==> config.mk <==
export PLATFORM = sky130hd
export DESIGN_NAME = div32
export DESIGN_NICKNAME = d
export VERILOG_FILES = /design/src/rtl/muldiv_pkg.sv /design/src/rtl/div32_sub_step.sv /design/src/rtl/div32.sv
export SDC_FILE = /design/constraint.sdc
export NUM_CORES = 1
export LEC_CHECK = 0
export CAP_MARGIN = 30
export CORE_MARGIN = 2
export CORE_UTILIZATION = 46
export CTS_BUF_LIST = sky130_fd_sc_hd__clkbuf_4 sky130_fd_sc_hd__clkbuf_8
export CTS_CLUSTER_DIAMETER = 60
export CTS_CLUSTER_SIZE = 8
export DETAILED_ROUTE_END_ITERATION = 6
export GPL_TIMING_DRIVEN = 0
export PLACE_DENSITY = 0.67
export SLEW_MARGIN = 5
export SYNTH_ARGS = -nofsm -noshare
export SYNTH_HDL_FRONTEND = slang
export SYNTH_SLANG_ARGS = --single-unit
==> constraint.sdc <==
create_clock -name clk -period 3.5 [get_ports clk]
set_input_delay 0.525 -clock clk [delete_from_list [all_inputs] [get_ports clk]]
set_output_delay 0.525 -clock clk [all_outputs]
set_load 0.03 [all_outputs]
==> src/rtl/muldiv_pkg.sv <==
// Shared definitions for the RV32M iterative divider.
// Holds the funct3[1:0] operation encodings, the divider FSM state enum,
// the special-case constants and small decode helpers on the op field.
package muldiv_pkg;

    // funct3[1:0] encodings of the four divide/remainder instructions
    typedef enum logic [1:0] {
        OP_DIV  = 2'b00,
        OP_DIVU = 2'b01,
        OP_REM  = 2'b10,
        OP_REMU = 2'b11
    } div_op_e;

    typedef enum logic [1:0] {
        ST_IDLE = 2'b00,
        ST_RUN  = 2'b01,
        ST_FIX  = 2'b10,
        ST_DONE = 2'b11
    } div_state_e;

    // Signed-overflow dividend and the all-ones divide-by-zero quotient
    localparam logic [31:0] DIV_OVF_DIVIDEND = 32'h8000_0000;
    localparam logic [31:0] DIV_ALL_ONES     = 32'hFFFF_FFFF;

    // Bit 0 clear selects the signed flavours (DIV, REM)
    function automatic logic op_is_signed(input logic [1:0] op);
        return ~op[0];
    endfunction

    // Bit 1 set selects the remainder flavours (REM, REMU)
    function automatic logic op_is_rem(input logic [1:0] op);
        return op[1];
    endfunction

endpackage

==> src/rtl/div32_sub_step.sv <==
// One restoring-division subtract step.
// Ports:
//   rem     in  WIDTH+1  partial remainder after the left shift
//   divisor in  WIDTH    divisor magnitude (zero-extended internally)
//   diff    out WIDTH+1  rem - {0, divisor}
//   borrow  out 1        set when divisor > rem (keep rem unchanged)
module sub_step #(
    parameter int WIDTH = 32
) (
    input  logic [WIDTH:0]   rem,
    input  logic [WIDTH-1:0] divisor,
    output logic [WIDTH:0]   diff,
    output logic             borrow
);

    // One extra bit above the 33-bit difference captures the borrow out
    logic [WIDTH+1:0] full_s;

    assign full_s = {1'b0, rem} - {2'b00, divisor};
    assign diff   = full_s[WIDTH:0];
    assign borrow = full_s[WIDTH+1];

endmodule

==> src/rtl/div32.sv <==
// Sequential restoring divider for DIV / DIVU / REM / REMU.
// One quotient bit per cycle; divide-by-zero and signed overflow finish
// directly from the accept edge.
// Ports:
//   clk     in  1      rising-edge clock
//   rst     in  1      synchronous active-high reset
//   start   in  1      request, accepted only while ready=1
//   op      in  2      00 DIV, 01 DIVU, 10 REM, 11 REMU
//   A, B    in  WIDTH  dividend / divisor, sampled on accept
//   ready   out 1      high only in IDLE
//   done    out 1      one-cycle pulse, Result valid
//   Result  out WIDTH  quotient or remainder, held until next done
module div32
    import muldiv_pkg::*;
#(
    parameter int WIDTH = 32
) (
    input  logic             clk,
    input  logic             rst,
    input  logic             start,
    input  logic [1:0]       op,
    input  logic [WIDTH-1:0] A,
    input  logic [WIDTH-1:0] B,
    output logic             ready,
    output logic             done,
    output logic [WIDTH-1:0] Result
);

    localparam int               CNT_W    = $clog2(WIDTH);
    localparam logic [CNT_W-1:0] CNT_LAST = CNT_W'(WIDTH - 1);
    localparam logic [WIDTH-1:0] ZERO     = {WIDTH{1'b0}};
    localparam logic [WIDTH-1:0] ONE      = {{(WIDTH-1){1'b0}}, 1'b1};
    localparam logic [WIDTH-1:0] OVF_DIV  = WIDTH'(DIV_OVF_DIVIDEND);
    localparam logic [WIDTH-1:0] ALL_ONES = WIDTH'(DIV_ALL_ONES);

    function automatic logic [WIDTH-1:0] negate(input logic [WIDTH-1:0] x);
        return (~x) + ONE;
    endfunction

    div_state_e       state_r, state_next_s;
    logic [CNT_W-1:0] cnt_r;
    logic [WIDTH:0]   rem_r;
    logic [WIDTH-1:0] quo_r;
    logic [WIDTH-1:0] divisor_r;
    logic [1:0]       op_r;
    logic             neg_q_r;
    logic             neg_r_r;
    logic [WIDTH-1:0] result_r;
    logic             ready_r;
    logic             done_r;

    logic             accept_s;
    logic             signed_op_s;
    logic             a_neg_s;
    logic             b_neg_s;
    logic [WIDTH-1:0] abs_a_s;
    logic [WIDTH-1:0] abs_b_s;
    logic             div_zero_s;
    logic             overflow_s;
    logic             special_s;
    logic [WIDTH-1:0] special_result_s;
    logic [WIDTH:0]   shifted_s;
    logic [WIDTH:0]   diff_s;
    logic             borrow_s;
    logic [WIDTH-1:0] fix_result_s;

    assign accept_s    = start && (state_r == ST_IDLE);
    assign signed_op_s = op_is_signed(op);
    assign a_neg_s     = signed_op_s && A[WIDTH-1];
    assign b_neg_s     = signed_op_s && B[WIDTH-1];
    assign abs_a_s     = a_neg_s ? negate(A) : A;
    assign abs_b_s     = b_neg_s ? negate(B) : B;
    assign div_zero_s  = (B == ZERO);
    assign overflow_s  = signed_op_s && (A == OVF_DIV) && (B == ALL_ONES);
    assign special_s   = div_zero_s || overflow_s;

    // {rem, quo} shifted left by one: the quotient MSB enters the remainder
    assign shifted_s = {rem_r[WIDTH-1:0], quo_r[WIDTH-1]};

    sub_step #(.WIDTH(WIDTH)) u_sub_step (
        .rem     (shifted_s),
        .divisor (divisor_r),
        .diff    (diff_s),
        .borrow  (borrow_s)
    );

    // Special-case result chosen at accept time
    always_comb begin
        special_result_s = ZERO;
        if (div_zero_s) begin
            special_result_s = op_is_rem(op) ? A : ALL_ONES;
        end else begin
            special_result_s = op_is_rem(op) ? ZERO : OVF_DIV;
        end
    end

    // Sign fix applied to the magnitude result in FIX
    always_comb begin
        fix_result_s = ZERO;
        if (op_is_rem(op_r)) begin
            fix_result_s = neg_r_r ? negate(rem_r[WIDTH-1:0]) : rem_r[WIDTH-1:0];
        end else begin
            fix_result_s = neg_q_r ? negate(quo_r) : quo_r;
        end
    end

    // Next-state logic
    always_comb begin
        state_next_s = state_r;
        case (state_r)
            ST_IDLE: begin
                if (start) begin
                    state_next_s = special_s ? ST_DONE : ST_RUN;
                end else begin
                    state_next_s = ST_IDLE;
                end
            end
            ST_RUN: begin
                if (cnt_r == CNT_LAST) begin
                    state_next_s = ST_FIX;
                end else begin
                    state_next_s = ST_RUN;
                end
            end
            ST_FIX:  state_next_s = ST_DONE;
            ST_DONE: state_next_s = ST_IDLE;
            default: state_next_s = ST_IDLE;
        endcase
    end

    // State register and registered handshake outputs
    always_ff @(posedge clk) begin
        if (rst) begin
            state_r <= ST_IDLE;
            ready_r <= 1'b1;
            done_r  <= 1'b0;
        end else begin
            state_r <= state_next_s;
            ready_r <= (state_next_s == ST_IDLE);
            done_r  <= (state_next_s == ST_DONE);
        end
    end

    // Operand setup, shift-subtract iteration and result load
    always_ff @(posedge clk) begin
        if (rst) begin
            cnt_r     <= {CNT_W{1'b0}};
            rem_r     <= {(WIDTH+1){1'b0}};
            quo_r     <= ZERO;
            divisor_r <= ZERO;
            op_r      <= 2'b00;
            neg_q_r   <= 1'b0;
            neg_r_r   <= 1'b0;
            result_r  <= ZERO;
        end else begin
            case (state_r)
                ST_IDLE: begin
                    if (accept_s) begin
                        op_r      <= op;
                        neg_q_r   <= a_neg_s ^ b_neg_s;
                        neg_r_r   <= a_neg_s;
                        divisor_r <= abs_b_s;
                        quo_r     <= abs_a_s;
                        rem_r     <= {(WIDTH+1){1'b0}};
                        cnt_r     <= {CNT_W{1'b0}};
                        if (special_s) begin
                            result_r <= special_result_s;
                        end
                    end
                end
                ST_RUN: begin
                    // Restore on borrow: keep the shifted remainder
                    rem_r <= borrow_s ? shifted_s : diff_s;
                    quo_r <= {quo_r[WIDTH-2:0], ~borrow_s};
                    cnt_r <= cnt_r + {{(CNT_W-1){1'b0}}, 1'b1};
                end
                ST_FIX: begin
                    result_r <= fix_result_s;
                end
                default: begin
                end
            endcase
        end
    end

    assign ready  = ready_r;
    assign done   = done_r;
    assign Result = result_r;

endmodule
==> results.sh, run 1 <==
export IMPL_core_area_sq_um=21600
export IMPL_ctsHoldBuffers=0
export IMPL_drive_gt1_frac=0.0407
export IMPL_cp_arrival_ps=3740
export IMPL_whs_ps=468
export IMPL_wl_um=36000
export IMPL_seq_area_frac_synth=0.278
export IMPL_vias_per_cell=6.12
export IMPL_start_util=0.466
export IMPL_fillers=2178
export IMPL_p_comb_frac=0.384
export IMPL_clk_latency_ps=480
export IMPL_clockBufferDepth=2
export IMPL_fin_util=0.550
export IMPL_max_clock_freq_mhz=299
export IMPL_cts_made_buffers=17
export IMPL_io_pins=103
export IMPL_cts_root_buf="clkbuf_8"
export IMPL_area_delta_synth_final_pct=18.1
export IMPL_slew_viol_final=0
export IMPL_ir_drop_mv=0.256
export IMPL_diodes=0
export IMPL_instances_no_fill=1779
export IMPL_relSlewSlack=0.450
export IMPL_synth_cell_area_sq_um=10100
export IMPL_worstHoldPathType="register to register"
export IMPL_setup_viol=0
export IMPL_worst_pin_slew_ps=819
export IMPL_ys_ff_latch=140
export IMPL_p_leak_nw=4.32
export IMPL_track_usage=0.302
export IMPL_switching_share=0.403
export IMPL_hold_viol=0
export IMPL_htreeDepth=4
export IMPL_gr_total_overflow=0
export IMPL_first_pass_iters=6
export IMPL_place_inst=1747
export IMPL_post_synth_top_area_cell="dfxtp_1"
export IMPL_gp_congestion=0.955
export IMPL_synth_top_cells_by_area="dfxtp_1, xnor2_1, a21oi_1, o21ai_0, xor2_1"
export IMPL_synthDistinctLibCells=60
export IMPL_layout_common_cells="nand2_1, dfxtp_1, nor2_1"
export IMPL_grt_antenna_before_repair=0
export IMPL_worst_setup_path_start_kind="input pin"
export IMPL_first_iter_violations=1023
export IMPL_dp_hpwl_um=27900
export IMPL_synth_nets=1475
export IMPL_post_drt_wl_per_cell_um=20.2
export IMPL_skew_ps=16.6
export IMPL_synth_top_area_frac=0.278
export IMPL_fin_crit_sh=0.956
export IMPL_status="complete, no violations"
export IMPL_synth_edf_count=0
export IMPL_crit_type="input pin to register"
export IMPL_grt_pass1_wl_um=55800
export IMPL_die_y_um=152
export IMPL_grt_max_degree=17
export IMPL_cts_sinks=140
export IMPL_power_density_nw_per_um2=451
export IMPL_ant_nets=0
export IMPL_critPathCaptureType="register"
export IMPL_internal_power_mw=3.20
export IMPL_seqPwrFrac=0.348
export IMPL_fp_dieW_um=152
export IMPL_cts_tree="yes"
export IMPL_layout_commonest_cell="nand2_1"
export IMPL_synth_warnings=0
export IMPL_synthCells=1366
export IMPL_dpl_cell_area_sq_um=11400
export IMPL_clk_pin_slew_ps=90
export IMPL_async_reset_ff_frac=0
export IMPL_vias=10900
export IMPL_synth_area_per_cell_sq_um=7.37
export IMPL_cap_violations=0
export IMPL_rows=54
export IMPL_drc=0
export IMPL_port_buffers=101
export IMPL_dieArea_sq_um=23100
export IMPL_p_clk_frac=0.268
export IMPL_worst_endpoint_required_ps=3890
export IMPL_synth_top_flop_cell="dfxtp_1"
export IMPL_crit_path_max_fanout=10
export IMPL_layout_min_cycle_time_ps=3350
export IMPL_postLayoutCellArea_sq_um=11900
export IMPL_nets=1595
export IMPL_p_sw_mw=2.16
export IMPL_grt_pass1_vias=9919
export IMPL_power_total_mw=5.36
[cell usage after synthesis (12+ instances only)]
cell type    n
o211ai_1    14
o31ai_1     30
inv_1       63
a22oi_1     32
a21oi_1    122
nand4_1     13
xor2_1      65
a211oi_1    32
o41ai_1     15
a31oi_1     15
o21ai_0    114
dfxtp_1    140
a21o_1      12
clkbuf_1    62
xnor2_1     76
nor3_1      42
nand2_1    147
nor4_1      15
ha_1        39
nand3_1     25
nor2_1     140
[sequential cells by signal, indices dropped and copies added (netlist names)]
register   cells
divisor_r     32
rem_r         32
quo_r         32
op_r           1
neg_q_r        1
neg_r_r        1
done           1
cnt_r          5
state_r        2
ready          1
Result        32
[cell type report]
type,count,area (sq um),share of cell area
Buffer,74,285,0.0240
Clock buffer,18,241,0.0203
Clock inverter,14,170,0.0143
Inverter,63,236,0.0199
Multi-Input combinational cell,1089,6800,0.571
Sequential cell,140,2800,0.236
Tap cell,280,350,0.0295
Timing Repair Buffer,101,1010,0.0850
[path summary, 6_finish.rpt]
path | from | endpoint | slack (ps) | cells past startpoint
setup / recovery | B[14] | Result[18] | 150 | 10
hold / removal | divisor_r[31] | divisor_r[31] | 470 | 2
setup reg to reg | quo_r[31] | rem_r[30] | 210 | 13
hold reg to reg | divisor_r[31] | divisor_r[31] | 470 | 2
[per-stage QoR]
step                setup TNS, ps  worst slack [ps]
floorplan                       0               647
global placement           -15520              -604
detailed placement         -17200              -642
CTS                             0              35.5
global route                -14.8             -9.77
finish                          0               155
[cell families after synthesis]
family / after synthesis / synth area share
AO/OA/AOI/OAI: 442 / 0.280
XOR/XNOR: 141 / 0.123
AND/OR/NAND/NOR: 459 / 0.211
multiplexers: 7 / 0.00696
adder cells (fa/ha/maj): 40 / 0.0504
buffers and inverters: 137 / 0.0512
flip-flops: 140 / 0.278
[critical path: stages]
cell             delay, ps
clkdlybuf4s50_1        510
or4_1                  550
clkbuf_1               170
or2_2                  330
or3_1                  390
nor3_2                 450
nand2_2                250
a21oi_1                180
a21oi_1                 90
a311oi_1               290
[per-layer routing]
layer | up-vias | GRT usage | part of all wire
met5 | - | 0 | 0
met2 | 522 | 0.459 | 0.43
met3 | 78 | 0.0622 | 0.094
met4 | 0 | 0.0988 | 0.027
met1 | 5090 | 0.428 | 0.45
li1 | 5197 | - | -
[power groups by stage]
stage / clock [mW] / combinational [mW] / sequential [mW]
2_1_floorplan: 0 / 1.43 / 1.83
4_1_cts: 1.44 / 2.00 / 1.85
6_report: 1.44 / 2.06 / 1.86
3_5_place_dp: 0 / 1.99 / 1.89
5_1_grt: 1.50 / 2.26 / 1.87
3_3_place_gp: 0 / 1.97 / 1.89
[repair_timing]
item,CTS,global route
pin swaps,0,0
endpoints found under the setup margin,25,59
setup buffers,0,0
gates resized for setup,4,14
Power figures use the tool's default switching activity.
==> run 2: changes to the inputs <==
--- a/config.mk
+++ b/config.mk
@@ -7,5 +7,4 @@
 export LEC_CHECK = 0
 export CAP_MARGIN = 30
-export CORE_MARGIN = 2
 export CORE_UTILIZATION = 46
 export CTS_BUF_LIST = sky130_fd_sc_hd__clkbuf_4 sky130_fd_sc_hd__clkbuf_8
==> constraint.sdc (replaced) <==
create_clock -name clk -period 3.5 [get_ports clk]
set_input_delay 0.7 -clock clk [delete_from_list [all_inputs] [get_ports clk]]
set_output_delay 0.7 -clock clk [all_outputs]
set_load 0.03 [all_outputs]
==> run 2 against run 1 <==
Fmax shrank 0.73%; hold slack got worse by 6.7 ps; register-to-register slack improved by 30 ps.
==> results.sh, run 2 (synthesis gave the netlist of run 1 again) <==
export IMPL_status="complete, no violations"
export IMPL_cts_tree="yes"
export IMPL_area_delta_synth_final_pct=18.4
export IMPL_layout_min_cycle_time_ps=3370
export IMPL_gr_total_overflow=0
export IMPL_ctsHoldBuffers=0
export IMPL_p_comb_frac=0.386
export IMPL_clockBufferDepth=2
export IMPL_worst_endpoint_required_ps=3870
export IMPL_hold_viol=0
export IMPL_busiest_layer="met2"
export IMPL_first_pass_iters=7
export IMPL_crit_path_max_fanout=10
export IMPL_die_y_um=150
export IMPL_dieArea_sq_um=22500
export IMPL_instances_no_fill=1775
export IMPL_whs_ps=461
export IMPL_skew_ps=17.9
export IMPL_place_inst=1742
export IMPL_clk_latency_ps=470
export IMPL_worst_pin_slew_ps=821
export IMPL_switching_share=0.403
export IMPL_use_met3=0.0509
export IMPL_p_sw_mw=2.13
export IMPL_vias=10800
export IMPL_postLayoutCellArea_sq_um=11900
export IMPL_start_util=0.475
export IMPL_ir_drop_mv=0.250
export IMPL_fin_util=0.562
export IMPL_power_density_nw_per_um2=444
export IMPL_p_clk_frac=0.263
export IMPL_io_pins=103
export IMPL_port_buffers=101
export IMPL_grtUsageMet2=0.476
export IMPL_r2r_slack_ps=240
export IMPL_fillers=2095
export IMPL_internal_power_mw=3.16
export IMPL_rows=53
export IMPL_core_area_sq_um=21200
export IMPL_first_iter_violations=946
export IMPL_clk_pin_slew_ps=90
export IMPL_setup_viol=0
export IMPL_relSlewSlack=0.452
export IMPL_dp_hpwl_um=27400
export IMPL_drive_gt1_frac=0.0440
export IMPL_worstHoldPathType="register to register"
export IMPL_htreeDepth=4
export IMPL_p_leak_nw=4.34
export IMPL_cts_made_buffers=17
export IMPL_cp_arrival_ps=3740
export IMPL_grt_max_degree=17
export IMPL_seqPwrFrac=0.351
export IMPL_post_drt_wl_per_cell_um=19.7
export IMPL_cap_violations=0
export IMPL_grt_met1_usage=0.450
export IMPL_wl_um=35000
export IMPL_fin_crit_sh=0.963
export IMPL_track_usage=0.316
export IMPL_cts_root_buf="clkbuf_8"
export IMPL_max_clock_freq_mhz=297
export IMPL_layout_commonest_cell="nand2_1"
export IMPL_rsz0062_at_grt="false"
export IMPL_drc=0
export IMPL_grt_pass1_wl_um=54400
export IMPL_grt_pass1_vias=9810
export IMPL_slew_viol_final=0
export IMPL_critPathCaptureType="register"
export IMPL_cts_sinks=140
export IMPL_worst_setup_path_start_kind="input pin"
export IMPL_diodes=0
export IMPL_power_total_mw=5.29
export IMPL_grt_antenna_before_repair=0
export IMPL_fp_dieW_um=150
export IMPL_layout_common_cells="nand2_1, dfxtp_1, nor2_1"
export IMPL_nets=1596
export IMPL_dpl_cell_area_sq_um=11400
export IMPL_crit_type="input pin to register"
export IMPL_vias_per_cell=6.10
export IMPL_ant_nets=0
export IMPL_gp_congestion=0.932
[run 2: cell count changes in the layout (fill, tap and decap cells not counted), moves of 2 or more]
cell	before	now
buf_4	0	3
clkbuf_1	59	57
clkbuf_8	17	19
nor3_2	2	0
nor4_1	13	11
[run 2: worst paths after layout]
kind                start         end  depth (start not counted)
min             Result[0]   Result[0]                          2
min reg2reg     Result[0]   Result[0]                          2
max                 B[14]  Result[18]                         10
max reg2reg  divisor_r[6]   rem_r[28]                         11
[run 2: worst max-delay path, stage by stage]
cell,delay (ps)
clkdlybuf4s50_1,510
or4_1,550
clkbuf_1,170
or2_2,330
or3_1,400
nor3_4,300
nand2_2,220
a21oi_1,180
a21oi_1,80
a311oi_1,300
[run 2: layer usage]
layer / vias to the layer above / wire length, um
li1: 5179 / -
met1: 5042 / 15700
met2: 550 / 15000
met3: 61 / 3440
met4: 0 / 862
met5: - / 0
[run 2: cell type report]
class,count,area [sq um],share of cell area
tap,275,344,0.0289
multi-input combinational,1089,6820,0.572
sequential,140,2800,0.235
buffer,72,280,0.0235
clock inverter,13,143,0.0120
inverter,63,236,0.0198
clock buffer,19,262,0.0219
timing repair buffer,104,1030,0.0867
[run 2: power groups by stage]
stage | combinational (mW) | clock [mW] | sequential (mW)
after floorplan | 1.43 | 0 | 1.83
after global placement | 1.96 | 0 | 1.89
after detailed placement | 1.97 | 0 | 1.89
after CTS | 1.99 | 1.39 | 1.85
after global routing | 2.23 | 1.46 | 1.87
final | 2.04 | 1.39 | 1.86
[run 2: repair_timing]
action | 4_1_cts | 5_1_grt
setup buffers | 0 | 3
setup endpoints to repair | 34 | 59
pin swaps | 0 | 2
gates resized for setup | 7 | 16
endpoints found under the hold margin | 0 | 0
[run 2: metrics by stage]
step,worst slack (ps),TNS [ps]
floorplan,472,0
global placement,-746,-22560
detailed placement,-805,-23530
CTS,19.5,0
global route,8.88,0
finish,130,0
